==> src/rtl/iommu_pkg.sv <==
// Shared IOMMU interrupt-generation types and constants.
// Coalescer state encoding, ipsr bit positions and the wired-vector count.
package iommu_pkg;

   typedef enum logic [1:0] {
      C_IDLE  = 2'd0,
      C_ACCUM = 2'd1,
      C_FIRE  = 2'd2
   } coal_state_e;

   localparam int unsigned IPSR_CIP   = 0;
   localparam int unsigned IPSR_FIP   = 1;
   localparam int unsigned N_INT_VEC  = 16;
   localparam int unsigned COAL_CNT_W = 8;
   localparam int unsigned COAL_TMR_W = 16;

endpackage

==> src/rtl/iommu_ip_coalescer.sv <==
// Fault-record interrupt coalescer: counts FQ records and emits a one-cycle
// fire pulse on threshold, timeout or FQ error. Built only with IOMMU_IP_COALESCE_EN.
module iommu_ip_coalescer
   import iommu_pkg::*;
#(
   parameter int unsigned COAL_THRESH  = 4,
   parameter int unsigned COAL_TIMEOUT = 256
) (
   input  logic clk_i,
   input  logic rst_i,
   input  logic fie_i,
   input  logic fq_rec_i,
   input  logic fq_err_i,
   output logic fire_o
);

   localparam logic [COAL_CNT_W-1:0] THRESH    = COAL_CNT_W'(COAL_THRESH);
   localparam logic [COAL_TMR_W-1:0] TMO_LAST  = COAL_TMR_W'(COAL_TIMEOUT - 1);
   // A batch that would fire on its first record skips the accumulate state.
   localparam logic                  IMMEDIATE = (COAL_THRESH <= 1) || (COAL_TIMEOUT <= 1);

   coal_state_e               state_reg, state_next;
   logic [COAL_CNT_W-1:0]     count_reg, count_next, count_acc;
   logic [COAL_TMR_W-1:0]     timer_reg, timer_next, timer_acc;

   assign count_acc = (fq_rec_i && (count_reg < THRESH)) ? count_reg + 1'b1 : count_reg;
   assign timer_acc = (timer_reg == {COAL_TMR_W{1'b1}}) ? timer_reg : timer_reg + 1'b1;

   always_ff @(posedge clk_i) begin
      if (rst_i) begin
         state_reg <= C_IDLE;
         count_reg <= '0;
         timer_reg <= '0;
      end else begin
         state_reg <= state_next;
         count_reg <= count_next;
         timer_reg <= timer_next;
      end
   end

   always_comb begin
      state_next = state_reg;
      count_next = count_reg;
      timer_next = timer_reg;
      if (!fie_i) begin
         state_next = C_IDLE;
         count_next = '0;
         timer_next = '0;
      end else begin
         case (state_reg)
            C_IDLE: begin
               if (fq_rec_i) begin
                  count_next = COAL_CNT_W'(1);
                  timer_next = '0;
                  state_next = IMMEDIATE ? C_FIRE : C_ACCUM;
               end
            end
            C_ACCUM: begin
               count_next = count_acc;
               timer_next = timer_acc;
               if ((count_acc >= THRESH) || (timer_acc >= TMO_LAST) || fq_err_i) begin
                  state_next = C_FIRE;
               end
            end
            C_FIRE: begin
               count_next = '0;
               timer_next = '0;
               state_next = C_IDLE;
               // A record landing on the fire cycle opens the next batch.
               if (fq_rec_i) begin
                  count_next = COAL_CNT_W'(1);
                  state_next = C_ACCUM;
               end
            end
            default: state_next = C_IDLE;
         endcase
      end
   end

   always_comb begin
      fire_o = (state_reg == C_FIRE);
   end

endmodule

==> src/rtl/iommu_ip_gen.sv <==
// IOMMU interrupt-pending generation: cip/fip with W1C, enables and wired lines.
// Define IOMMU_IP_COALESCE_EN to coalesce fault-record interrupts.
module iommu_ip_gen
   import iommu_pkg::*;
#(
   parameter int unsigned COAL_THRESH  = 4,
   parameter int unsigned COAL_TIMEOUT = 256
) (
   input  logic                 clk_i,
   input  logic                 rst_i,
   input  logic                 cie_i,
   input  logic                 fie_i,
   input  logic                 cq_evt_i,
   input  logic                 fq_rec_i,
   input  logic                 fq_err_i,
   input  logic                 ipsr_we_i,
   input  logic [1:0]           ipsr_wdata_i,
   input  logic                 wsi_en_i,
   input  logic [3:0]           civ_i,
   input  logic [3:0]           fiv_i,
   output logic                 cip_o,
   output logic                 fip_o,
   output logic [N_INT_VEC-1:0] wsi_o
);

   logic                 cip_reg, cip_next;
   logic                 fip_reg, fip_next;
   logic                 fip_set;
   logic [N_INT_VEC-1:0] wsi_reg, wsi_next;

`ifdef IOMMU_IP_COALESCE_EN
   logic coal_fire;

   iommu_ip_coalescer #(
      .COAL_THRESH  (COAL_THRESH),
      .COAL_TIMEOUT (COAL_TIMEOUT)
   ) u_coalescer (
      .clk_i    (clk_i),
      .rst_i    (rst_i),
      .fie_i    (fie_i),
      .fq_rec_i (fq_rec_i),
      .fq_err_i (fq_err_i),
      .fire_o   (coal_fire)
   );

   assign fip_set = fie_i && (fq_err_i || coal_fire);
`else
   // Without coalescing the parameters only gate out a nonsensical zero configuration.
   localparam logic COAL_CFG_OK = (COAL_THRESH >= 1) && (COAL_TIMEOUT >= 1);

   assign fip_set = fie_i && (fq_rec_i || fq_err_i) && COAL_CFG_OK;
`endif

   // Set has priority over W1C so an event coinciding with a clear is never lost.
   always_comb begin
      cip_next = cip_reg;
      fip_next = fip_reg;
      if (ipsr_we_i && ipsr_wdata_i[IPSR_CIP]) cip_next = 1'b0;
      if (ipsr_we_i && ipsr_wdata_i[IPSR_FIP]) fip_next = 1'b0;
      if (cq_evt_i && cie_i)                   cip_next = 1'b1;
      if (fip_set)                             fip_next = 1'b1;
   end

   for (genvar gi = 0; gi < N_INT_VEC; gi++) begin : g_wsi
      assign wsi_next[gi] = wsi_en_i && ((cip_reg && (civ_i == 4'(gi))) ||
                                         (fip_reg && (fiv_i == 4'(gi))));
   end

   always_ff @(posedge clk_i) begin
      if (rst_i) begin
         cip_reg <= 1'b0;
         fip_reg <= 1'b0;
         wsi_reg <= '0;
      end else begin
         cip_reg <= cip_next;
         fip_reg <= fip_next;
         wsi_reg <= wsi_next;
      end
   end

   assign cip_o = cip_reg;
   assign fip_o = fip_reg;
   assign wsi_o = wsi_reg;

endmodule

==> config.mk <==
export PLATFORM = sky130hd
export DESIGN_NAME = iommu_ip_gen
export DESIGN_NICKNAME = d
export VERILOG_FILES = /design/src/rtl/iommu_pkg.sv /design/src/rtl/iommu_ip_coalescer.sv /design/src/rtl/iommu_ip_gen.sv
export SDC_FILE = /design/constraint.sdc
export NUM_CORES = 1
export LEC_CHECK = 0
export CORE_UTILIZATION = 45
export CTS_BUF_LIST = sky130_fd_sc_hd__clkbuf_8
export DETAILED_ROUTE_END_ITERATION = 16
export DONT_BUFFER_PORTS = 1
export PLACE_DENSITY_LB_ADDON = 0.12
export SLEW_MARGIN = 20
export SYNTH_ARGS = -nofsm -noshare
export SYNTH_HDL_FRONTEND = slang
export SYNTH_SLANG_ARGS = --single-unit
export TNS_END_PERCENT = 5
==> constraint.sdc <==
create_clock -name clk_i -period 1.4 [get_ports clk_i]
set_clock_uncertainty 0.05 [all_clocks]
set_input_delay 0.21 -clock clk_i [delete_from_list [all_inputs] [get_ports clk_i]]
set_output_delay 0.21 -clock clk_i [all_outputs]
set_load 0.02 [all_outputs]
==> Implementation_results.wiki <==
{| class="wikitable"
! Metric !! Value
|-
| Die Width || 40.1 um
|-
| Total count of hold-check failures in the final report || 0
|-
| Leakage || roughly 0.25 nW
|-
| Per-instance average area after synthesis || around 12 um^2
|-
| Combined buffer and inverter count along the critical path || 0
|-
| Ordered list of cells on the worst path || or3b_2 -> o22ai_1
|-
| DRC Markers || 0
|-
| Min Tclk post-route || about 1100 ps
|-
| CTS sink count || 18
|-
| Area of the placeable core || 1330 um^2
|-
| Global-route congestion overflow total || 0
|-
| Pre-Repair DR Iteration Count || 2
|-
| Core Rows || 13
|-
| Vias/cell || about 6.6
|-
| Number of buffers inserted to repair setup after CTS || 0
|-
| Detailed-routing wirelength on met1 || between 500 and 600 um
|-
| Yosys warns || 0
|-
| Final sum of negative setup slack || 0 ps
|-
| Power per unit of standard cell area || about 1300 nW/um^2
|-
| Input/output buffers || 0
|-
| Clk pin slew, worst setup/hold paths || 60 ps
|-
| WP data required || between 1500 and 2000 ps
|-
| Max Clk Rate || between 800 and 900 MHz
|-
| Number of vias in the routed layout || about 520
|-
| Antenna violation net count after detailed routing || 0
|-
| Level count of the clock H-tree || 1
|-
| Max-cap check violation count || 0
|-
| Biggest area contributors in the synthesized netlist || sky130_fd_sc_hd__dfxtp_1, sky130_fd_sc_hd__o22ai_1, sky130_fd_sc_hd__or4bb_4
|-
| Most frequently used cell type in the post-synthesis netlist || sky130_fd_sc_hd__dfxtp_1
|-
| Part of the Yosys area used for sequential elements || a little under three fifths
|-
| End point of the most critical hold path || cip_o$_SDFFE_PP0P_
|-
| Data arrival time of the critical path || about 1300 ps
|-
| IO Pins || 37
|-
| Share of flip-flops with an asynchronous set or reset after synthesis || 0%
|-
| Clock tree from TritonCTS || yes
|-
| Launch instance of the worst register-to-register path || cip_o$_SDFFE_PP0P_
|-
| Fraction of post-synthesis cell area in the top cell type by area || around 55%
|-
| Peak supply drop || 0.774 mV
|-
| Number of stages on the worst hold path || 2
|-
| Post-synthesis instance total || between 50 and 60
|-
| Overall fraction of global-route tracks in use || between 10% and 20%
|-
| Actual slew at the worst max-slew pin || around 230 ps
|-
| Post-synthesis register bit count || 18
|-
| Initial core utilization || 49.1%
|-
| Number of buffers created by CTS || 3
|-
| Area leader, netlist || sky130_fd_sc_hd__dfxtp_1
|-
| Share of final-layout standard cells stronger than drive strength 1 || between 20% and 30%
|-
| Launching element type of the critical path || flop
|-
| Wirelength, routed || roughly 1300 um
|-
| Reg2reg setup slack || approximately 260 ps
|-
| Synth top cells by count || sky130_fd_sc_hd__dfxtp_1, sky130_fd_sc_hd__o22ai_1, sky130_fd_sc_hd__nand3b_1, sky130_fd_sc_hd__or4bb_4
|-
| Global-route wire length before repair || 1840 um
|-
| R2R cell count || 2
|-
| Number of nets produced by synthesis || 75
|-
| Clock network power share || between 40% and 50%
|-
| Total net switching power || approximately 0.0002 W
|-
| Fin nets || 83
|-
| Critical-path cell with the highest stage delay || sky130_fd_sc_hd__or3b_2
|-
| Comb power frac || slightly below 6%
|-
| Antenna diode instance count || 0
|-
| Worst-path fanout max || 4
|-
| Util after Layout || between 50% and 60%
|-
| Post-cts sizing count || 0
|-
| Setup-violating endpoint count in the final report || 0
|-
| Initial antenna violation count || 0
|-
| Path category of the worst min-delay check || in2reg
|-
| Top cell family by delay on the critical path || simple AND/OR/NAND/NOR gates
|-
| Category of the most critical setup path || reg2reg
|-
| Number of global-route vias before repair || ~450
|-
| Routed met2 length || ~630 um
|-
| Total internal power || around 0.00080 W
|-
| Delay contributed by the slowest stage of the critical path || 500 ps
|-
| Highest routing layer actually used || met4
|-
| CP Capture Type || flop
|-
| Unrepaired setup endpoints after global routing || no
|-
| Clock Latency Late Sink || about 250 ps
|-
| Distinct cells, synth || 12
|-
| Total Die Area || 1610 um^2
|-
| 1st-iter DRT viols || 5
|-
| Startpoint of the tightest hold check path || cie_i
|-
| Count of flip-flops with a built-in enable after synthesis || 0
|-
| Run status || complete, no violations
|-
| Routed wire length on met3 || 111 um
|-
| Max-slew violation count || 0
|-
| Most instantiated flip-flop cell in the synthesis netlist || sky130_fd_sc_hd__dfxtp_1
|-
| Slew Limit Headroom || between 80% and 90%
|-
| Per-cell routed wire length || around 17 um
|-
| CTS Root Cell || sky130_fd_sc_hd__clkbuf_8
|-
| Post-route clock period utilization || 81.2%
|-
| Combined area of all synthesized cells || around 650 um^2
|-
| Maximum buffer depth of the clock tree || 2
|-
| Global placement routability congestion || a little under 0.8
|-
| Endpoint of the most critical register-to-register path || wsi_o[12]$_SDFF_PP0_
|-
| Area delta synth->final || 15.1%
|-
| Maximum number of pins on one net before global-route repair || 11
|-
| Flop pwr share || 52.8%
|-
| Floorplan die height || roughly 40 um
|-
| Proportion of total power due to net switching || between 10% and 20%
|}
repair_timing:
action                                  4_1_cts  5_1_grt
hold endpoints to repair                      2        0
hold buffers                                  1        0
endpoints found under the setup margin        0        0
worst max-delay path by stage:
stage,from,end,cells past startpoint
after global routing,cip_o$_SDFFE_PP0P_,wsi_o[12]$_SDFF_PP0_,2
after CTS,cip_o$_SDFFE_PP0P_,wsi_o[8]$_SDFF_PP0_,2
after detailed placement,civ_i[3],wsi_o[2]$_SDFF_PP0_,2
final,cip_o$_SDFFE_PP0P_,wsi_o[12]$_SDFF_PP0_,2
after floorplan,cip_o$_SDFFE_PP0P_,wsi_o[12]$_SDFF_PP0_,2
after global placement,civ_i[3],wsi_o[2]$_SDFF_PP0_,2
power groups by stage:
| stage | Clock [W] | Sequential, W | Combinational, W |
|---|---|---|---|
| 2_1_floorplan | 0 | 0.000544 | 0.0000355 |
| 3_3_place_gp | 0 | 0.000536 | 0.0000550 |
| 3_5_place_dp | 0 | 0.000537 | 0.0000552 |
| 4_1_cts | 0.000421 | 0.000525 | 0.0000579 |
| 5_1_grt | 0.000442 | 0.000526 | 0.0000622 |
| 6_report | 0.000411 | 0.000525 | 0.0000580 |
cell families after synthesis:
group | count (synthesis) | share of synthesized area (%)
AOI/OAI and AO/OA | 21 | 20.7
DFF | 18 | 55.1
and+or+nand+nor | 17 | 24.3
per-stage QoR:
stage | worst slack, ps | instance area [um^2] | hold slack, ps | std cells | total power (W)
after floorplan | 145 | 654 | 229 | 56 | 0.000579
after global placement | 241 | 688 | 231 | 73 | 0.000591
after detailed placement | 234 | 688 | 232 | 73 | 0.000592
after CTS | 272 | 753 | 36.8 | 78 | 0.00100
after global routing | 208 | 753 | 33.7 | 78 | 0.00103
final | 263 | 753 | 36.6 | 78 | 0.000995
layout make-up:
class / instances / area (um^2)
fill: 138 / 581
tap: 15 / 18.8
clock buffer: 4 / 55.1
timing repair buffer: 3 / 25.0
multi-input combinational: 38 / 294
sequential: 18 / 360
state kept, by name, indices dropped and copies added, names as in the netlist:
name	flops
cip_o	1
fip_o	1
wsi_o	16
metal layers:
layer,GRT usage (%),vias to the layer above
met5,0,-
met4,12.9,0
met3,9.44,6
met2,28.2,24
met1,20.1,244
li1,-,244
worst register-to-register path: cells and delay by family, from the launching register on:
| kind | cells | cell delay (ps) |
|---|---|---|
| AO/OA/AOI/OAI | 1 | 190 |
| flip-flops | 1 | 320 |
| AND/OR/NAND/NOR | 1 | 500 |
cells in the final DEF, fill, tap and decap left out, drive strengths merged, types with 4 or more instances in the layout:
master / instances
o22ai: 16
or4bb: 4
dfxtp: 18
clkbuf: 4
nand3b: 4
(Power assumes the default switching activity.)
